--- config.mk ---
export PLATFORM = sky130hd
export DESIGN_NAME = ff_inverse
export DESIGN_NICKNAME = d
export VERILOG_FILES = /design/src/rtl/ff_inverse.sv
export SDC_FILE = /design/constraint.sdc
export NUM_CORES = 1
export LEC_CHECK = 0
export ABC_AREA = 0
export ABC_CLOCK_PERIOD_IN_PS = 3500
export CORE_ASPECT_RATIO = 0.8
export CORE_MARGIN = 1.5
export CORE_UTILIZATION = 45
export CTS_BUF_LIST = sky130_fd_sc_hd__clkbuf_16
export DETAILED_ROUTE_END_ITERATION = 6
export PLACE_DENSITY = 0.74
export SYNTH_ARGS = -nofsm -noshare
export SYNTH_HDL_FRONTEND = slang
export SYNTH_SLANG_ARGS = --single-unit
--- constraint.sdc ---
create_clock -name clk -period 3.5 [get_ports clk]
set_input_delay 0.875 -clock clk [delete_from_list [all_inputs] [get_ports clk]]
set_output_delay 0.875 -clock clk [all_outputs]
set_load 0.02 [all_outputs]
--- src/rtl/ff_inverse.sv ---
// GF(2^NUM_BITS) multiplicative inverter: operand^(2^N-2) by square-and-multiply.
// One shared reduce-mod-POLY multiplier, one field operation per cycle.
module ff_inverse #(
    parameter int               NUM_BITS = 8,
    parameter logic [NUM_BITS:0] POLY    = 9'h11B
) (
    input  logic                clk,
    input  logic                n_rst,
    input  logic                start,
    input  logic [NUM_BITS-1:0] operand,
    output logic                busy,
    output logic                done,
    output logic [NUM_BITS-1:0] result
);

    localparam int N  = NUM_BITS;
    localparam int CW = $clog2(NUM_BITS);

    typedef enum logic [1:0] {
        IDLE = 2'd0,
        SQR  = 2'd1,
        MUL  = 2'd2,
        DONE = 2'd3
    } state_t;

    state_t         state, state_nx;
    logic [N-1:0]   a_reg, a_nx;
    logic [N-1:0]   acc, acc_nx;
    logic [CW-1:0]  cnt, cnt_nx;
    logic [N-1:0]   result_nx;
    logic [N-1:0]   mul_b;
    logic [N-1:0]   prod;

    function automatic logic [N-1:0] gf_mul(
        input logic [N-1:0] x,
        input logic [N-1:0] y
    );
        logic [2*N-2:0] p;
        p = '0;
        for (int i = 0; i < N; i++) begin
            if (y[i]) p = p ^ ({{(N-1){1'b0}}, x} << i);
        end
        for (int i = 2*N-2; i >= N; i--) begin
            if (p[i]) p = p ^ ({{(N-2){1'b0}}, POLY} << (i - N));
        end
        return p[N-1:0];
    endfunction

    // Squaring in SQR, multiply by the captured operand in MUL.
    assign mul_b = (state == MUL) ? a_reg : acc;
    assign prod  = gf_mul(acc, mul_b);

    assign busy = (state != IDLE);
    assign done = (state == DONE);

    always_ff @(posedge clk or negedge n_rst) begin
        if (!n_rst) begin
            state  <= IDLE;
            a_reg  <= '0;
            acc    <= '0;
            cnt    <= '0;
            result <= '0;
        end else begin
            state  <= state_nx;
            a_reg  <= a_nx;
            acc    <= acc_nx;
            cnt    <= cnt_nx;
            result <= result_nx;
        end
    end

    always_comb begin
        state_nx  = state;
        a_nx      = a_reg;
        acc_nx    = acc;
        cnt_nx    = cnt;
        result_nx = result;
        case (state)
            IDLE: begin
                if (start) begin
                    a_nx     = operand;
                    acc_nx   = operand;
                    cnt_nx   = CW'(N - 2);
                    state_nx = SQR;
                end
            end
            SQR: begin
                acc_nx = prod;
                if (cnt != '0) begin
                    state_nx = MUL;
                end else begin
                    result_nx = prod;
                    state_nx  = DONE;
                end
            end
            MUL: begin
                acc_nx   = prod;
                cnt_nx   = cnt - 1'b1;
                state_nx = SQR;
            end
            DONE: begin
                state_nx = IDLE;
            end
            default: begin
                state_nx = IDLE;
            end
        endcase
    end

endmodule

==> results.json <==
{
  "status": "complete, no violations",
  "cts_tree": "done",
  "drive_gt1_share_pct": 8.01,
  "slew_violations": 0,
  "synth_edf_count": 0,
  "diodes": 0,
  "critical_path.cell_chain": "inv_1 > ha_1 > mux2_4 > mux2_4 > a22o_1 > a32oi_2 > xnor2_2 > xnor2_4 > xnor2_1 > mux2_2",
  "syn_avg_cell_area_um2": 8.21,
  "worst-r2r-cell-count": 10,
  "r2r-end": "result[1]$_DFFE_PN0P_",
  "grt_max_degree": 30,
  "grt_pass1_wl_um": 11300,
  "cpPeakStageDelay_ns": 0.43,
  "slew_headroom_pct": 54.6,
  "cts_num_sinks": 29,
  "worstSkewPairLatency_ns": 0.27,
  "required_ns": 3.66,
  "fin_skew_ns": 0.00197,
  "cts_setup_buffers": 0,
  "tightest_slew_ns": 0.681,
  "syn_area_mm2": 0.00271,
  "htree_levels": 2,
  "track_usage_pct": 21.8,
  "syn-num-nets": 347,
  "drv_cap": 0,
  "timing.final.crit_period_ns": 3.11,
  "worstReg2RegStart": "state[0]$_DFFE_PN0P_",
  "synth_cells": 330,
  "period_share_pct": 88.8,
  "fin_cells": 418,
  "placed_cell_area_mm2": 0.00296,
  "antenna_found_initial": 0,
  "routed_wl_um": 6650,
  "synth-main-ff-cell": "dfrtp_1",
  "fp.dieW_um": 89.8,
  "path_common_cell": "mux2_4",
  "rows": 25,
  "met2_usage_pct": 33.4,
  "setup_viol": 0,
  "hold_end": "result[4]$_DFFE_PN0P_",
  "io_buffers": 20,
  "start_util_pct": 46.3,
  "yosysTopAreaCellShare_pct": 26.8,
  "first_pass_iters": 4,
  "grt-ovfl-total": 0,
  "filler_cell_count": 547,
  "start_kind": "flip-flop",
  "hold_viol": 0,
  "die_h_um": 72.4,
  "coreArea_mm2": 0.00585,
  "synth_seq_cells": 29,
  "async_flop_share_pct": 100,
  "setup_tns_ns": 0,
  "cp.arrival_ns": 3.27,
  "ys_types": 52,
  "critPathCaptureType": "flip-flop",
  "grt_pass1_vias": 2175,
  "die_area_mm2": 0.00650,
  "netlist.top_cell.by_area": "dfrtp_1",
  "viasPerCell": 5.50,
  "crit_path_top_delay_cell": "ha_1",
  "num-nets-final": 354,
  "ant_nets": 0,
  "hpwl_um": 4840,
  "fin_area_mm2": 0.00309,
  "cts_root_buffer": "clkbuf_16",
  "ys_warn_count": 0,
  "worstHoldPathCells": 2,
  "whs_ns": 0.501,
  "max_freq_ghz": 0.322,
  "gp_congestion": 0.875,
  "rsz0062_at_grt": "false",
  "clock_tree.buffer_depth": 2,
  "cp_max_fo": 12,
  "cts.reportedPaths.clkPinSlew_ns": 0.05,
  "grtUsageMet1_pct": 32.0,
  "dp_cells": 411,
  "via_count": 2300,
  "crit_type": "reg2reg",
  "cts.repair.resized": 0,
  "drc": 0,
  "holdCritStartpoint": "result[4]$_DFFE_PN0P_",
  "rrSetupSlack_ns": 0.39,
  "ios": 21,
  "ys_seq_area_share_pct": 26.8,
  "grt_busiest_layer": "met2",
  "area_growth_pct": 13.9,
  "drt-initial-drc-count": 143,
  "numCtsBuffers": 5,
  "grt_util_met3_pct": 3.67,
  "ctsHoldBuffers": 0,
  "synth_area_leaders": "dfrtp_1, nand2_1, xnor2_1, xnor3_1, xor2_1",
  "post_drt_wl_per_cell_um": 15.9,
  "hp-class": "reg2reg"
}
## placed cells by master, fill, tap and decap left out, drive strengths merged, types with 9 or more instances in the layout
master	instances
a21oi	16
clkdlybuf4s50	20
xor2	15
o21ai	28
mux2	12
nand2	72
dfrtp	29
inv	9
xnor2	32
nor2	10
## layout make-up
cell class                      count  area (um^2)  area share, %
Inverter                            8         30.0          0.972
Tap cell                           81          101           3.28
Timing Repair Buffer               27          253           8.18
Clock inverter                      2         7.51          0.243
Sequential cell                    29          726           23.5
Multi-Input combinational cell    266         1850           59.8
Clock buffer                        5          125           4.05
## critical path: cells and delay by family, from the launching register on
family / cells / cell delay [ns]
buffers and inverters: 1 / 0.09
multiplexers: 3 / 0.96
AO/OA/AOI/OAI: 2 / 0.44
flip-flops: 1 / 0.41
XOR/XNOR: 3 / 0.65
adder cells (fa/ha/maj): 1 / 0.43
## worst max-delay path by stage
| stage | start | to | slack, ns | depth (start not counted) |
|---|---|---|---|---|
| 2_1_floorplan | state[0]$_DFFE_PN0P_ | result[1]$_DFFE_PN0P_ | 0.78 | 10 |
| 3_3_place_gp | state[0]$_DFFE_PN0P_ | result[1]$_DFFE_PN0P_ | 0.53 | 10 |
| 3_5_place_dp | state[0]$_DFFE_PN0P_ | result[1]$_DFFE_PN0P_ | 0.41 | 10 |
| 4_1_cts | state[0]$_DFFE_PN0P_ | result[1]$_DFFE_PN0P_ | 0.38 | 10 |
| 5_1_grt | state[0]$_DFFE_PN0P_ | result[1]$_DFFE_PN0P_ | 0.19 | 11 |
| 6_report | state[0]$_DFFE_PN0P_ | result[1]$_DFFE_PN0P_ | 0.39 | 10 |
## per-layer routing
metal	routed length, um	vias up
met5	0	-
li1	-	1137
met2	2890	68
met4	73	0
met1	3330	1086
met3	349	9
## stage by stage
stage / worst slack, ns / utilization (%)
floorplan: 0.778 / -
global placement: 0.534 / 50.5
detailed placement: 0.407 / 50.5
CTS: 0.385 / 52.8
global route: 0.193 / 52.8
finish: 0.393 / 52.8
## synth_stat cells, types with 3 or more instances
master	number
xnor2_1	30
and3_1	5
ha_1	6
a22o_1	3
nand2_1	72
xnor3_1	6
nand3_1	8
o21ai_1	6
and2_1	3
buf_2	6
a21oi_1	16
o21ai_0	22
nor2_1	10
dfrtp_1	29
mux2_2	9
nand3b_1	4
inv_1	8
o21a_1	3
a21o_1	4
nand2b_1	3
xor2_1	15
nand4_1	3
clkbuf_1	19
nor2b_1	3
a32oi_1	3
## cell families after synthesis
| family | count (synthesis) | share of synthesized area, % |
|---|---|---|
| fa+ha+maj | 6 | 2.77 |
| mux | 14 | 6.00 |
| flops | 29 | 26.8 |
| compound gates | 76 | 18.3 |
| simple gates | 116 | 19.0 |
| xor+xnor | 54 | 22.0 |
| buf+inv | 35 | 5.12 |
Power is left out: the tool's default activity adds up to more than one toggle a clock period on the data nets, which glitch-free logic cannot reach.
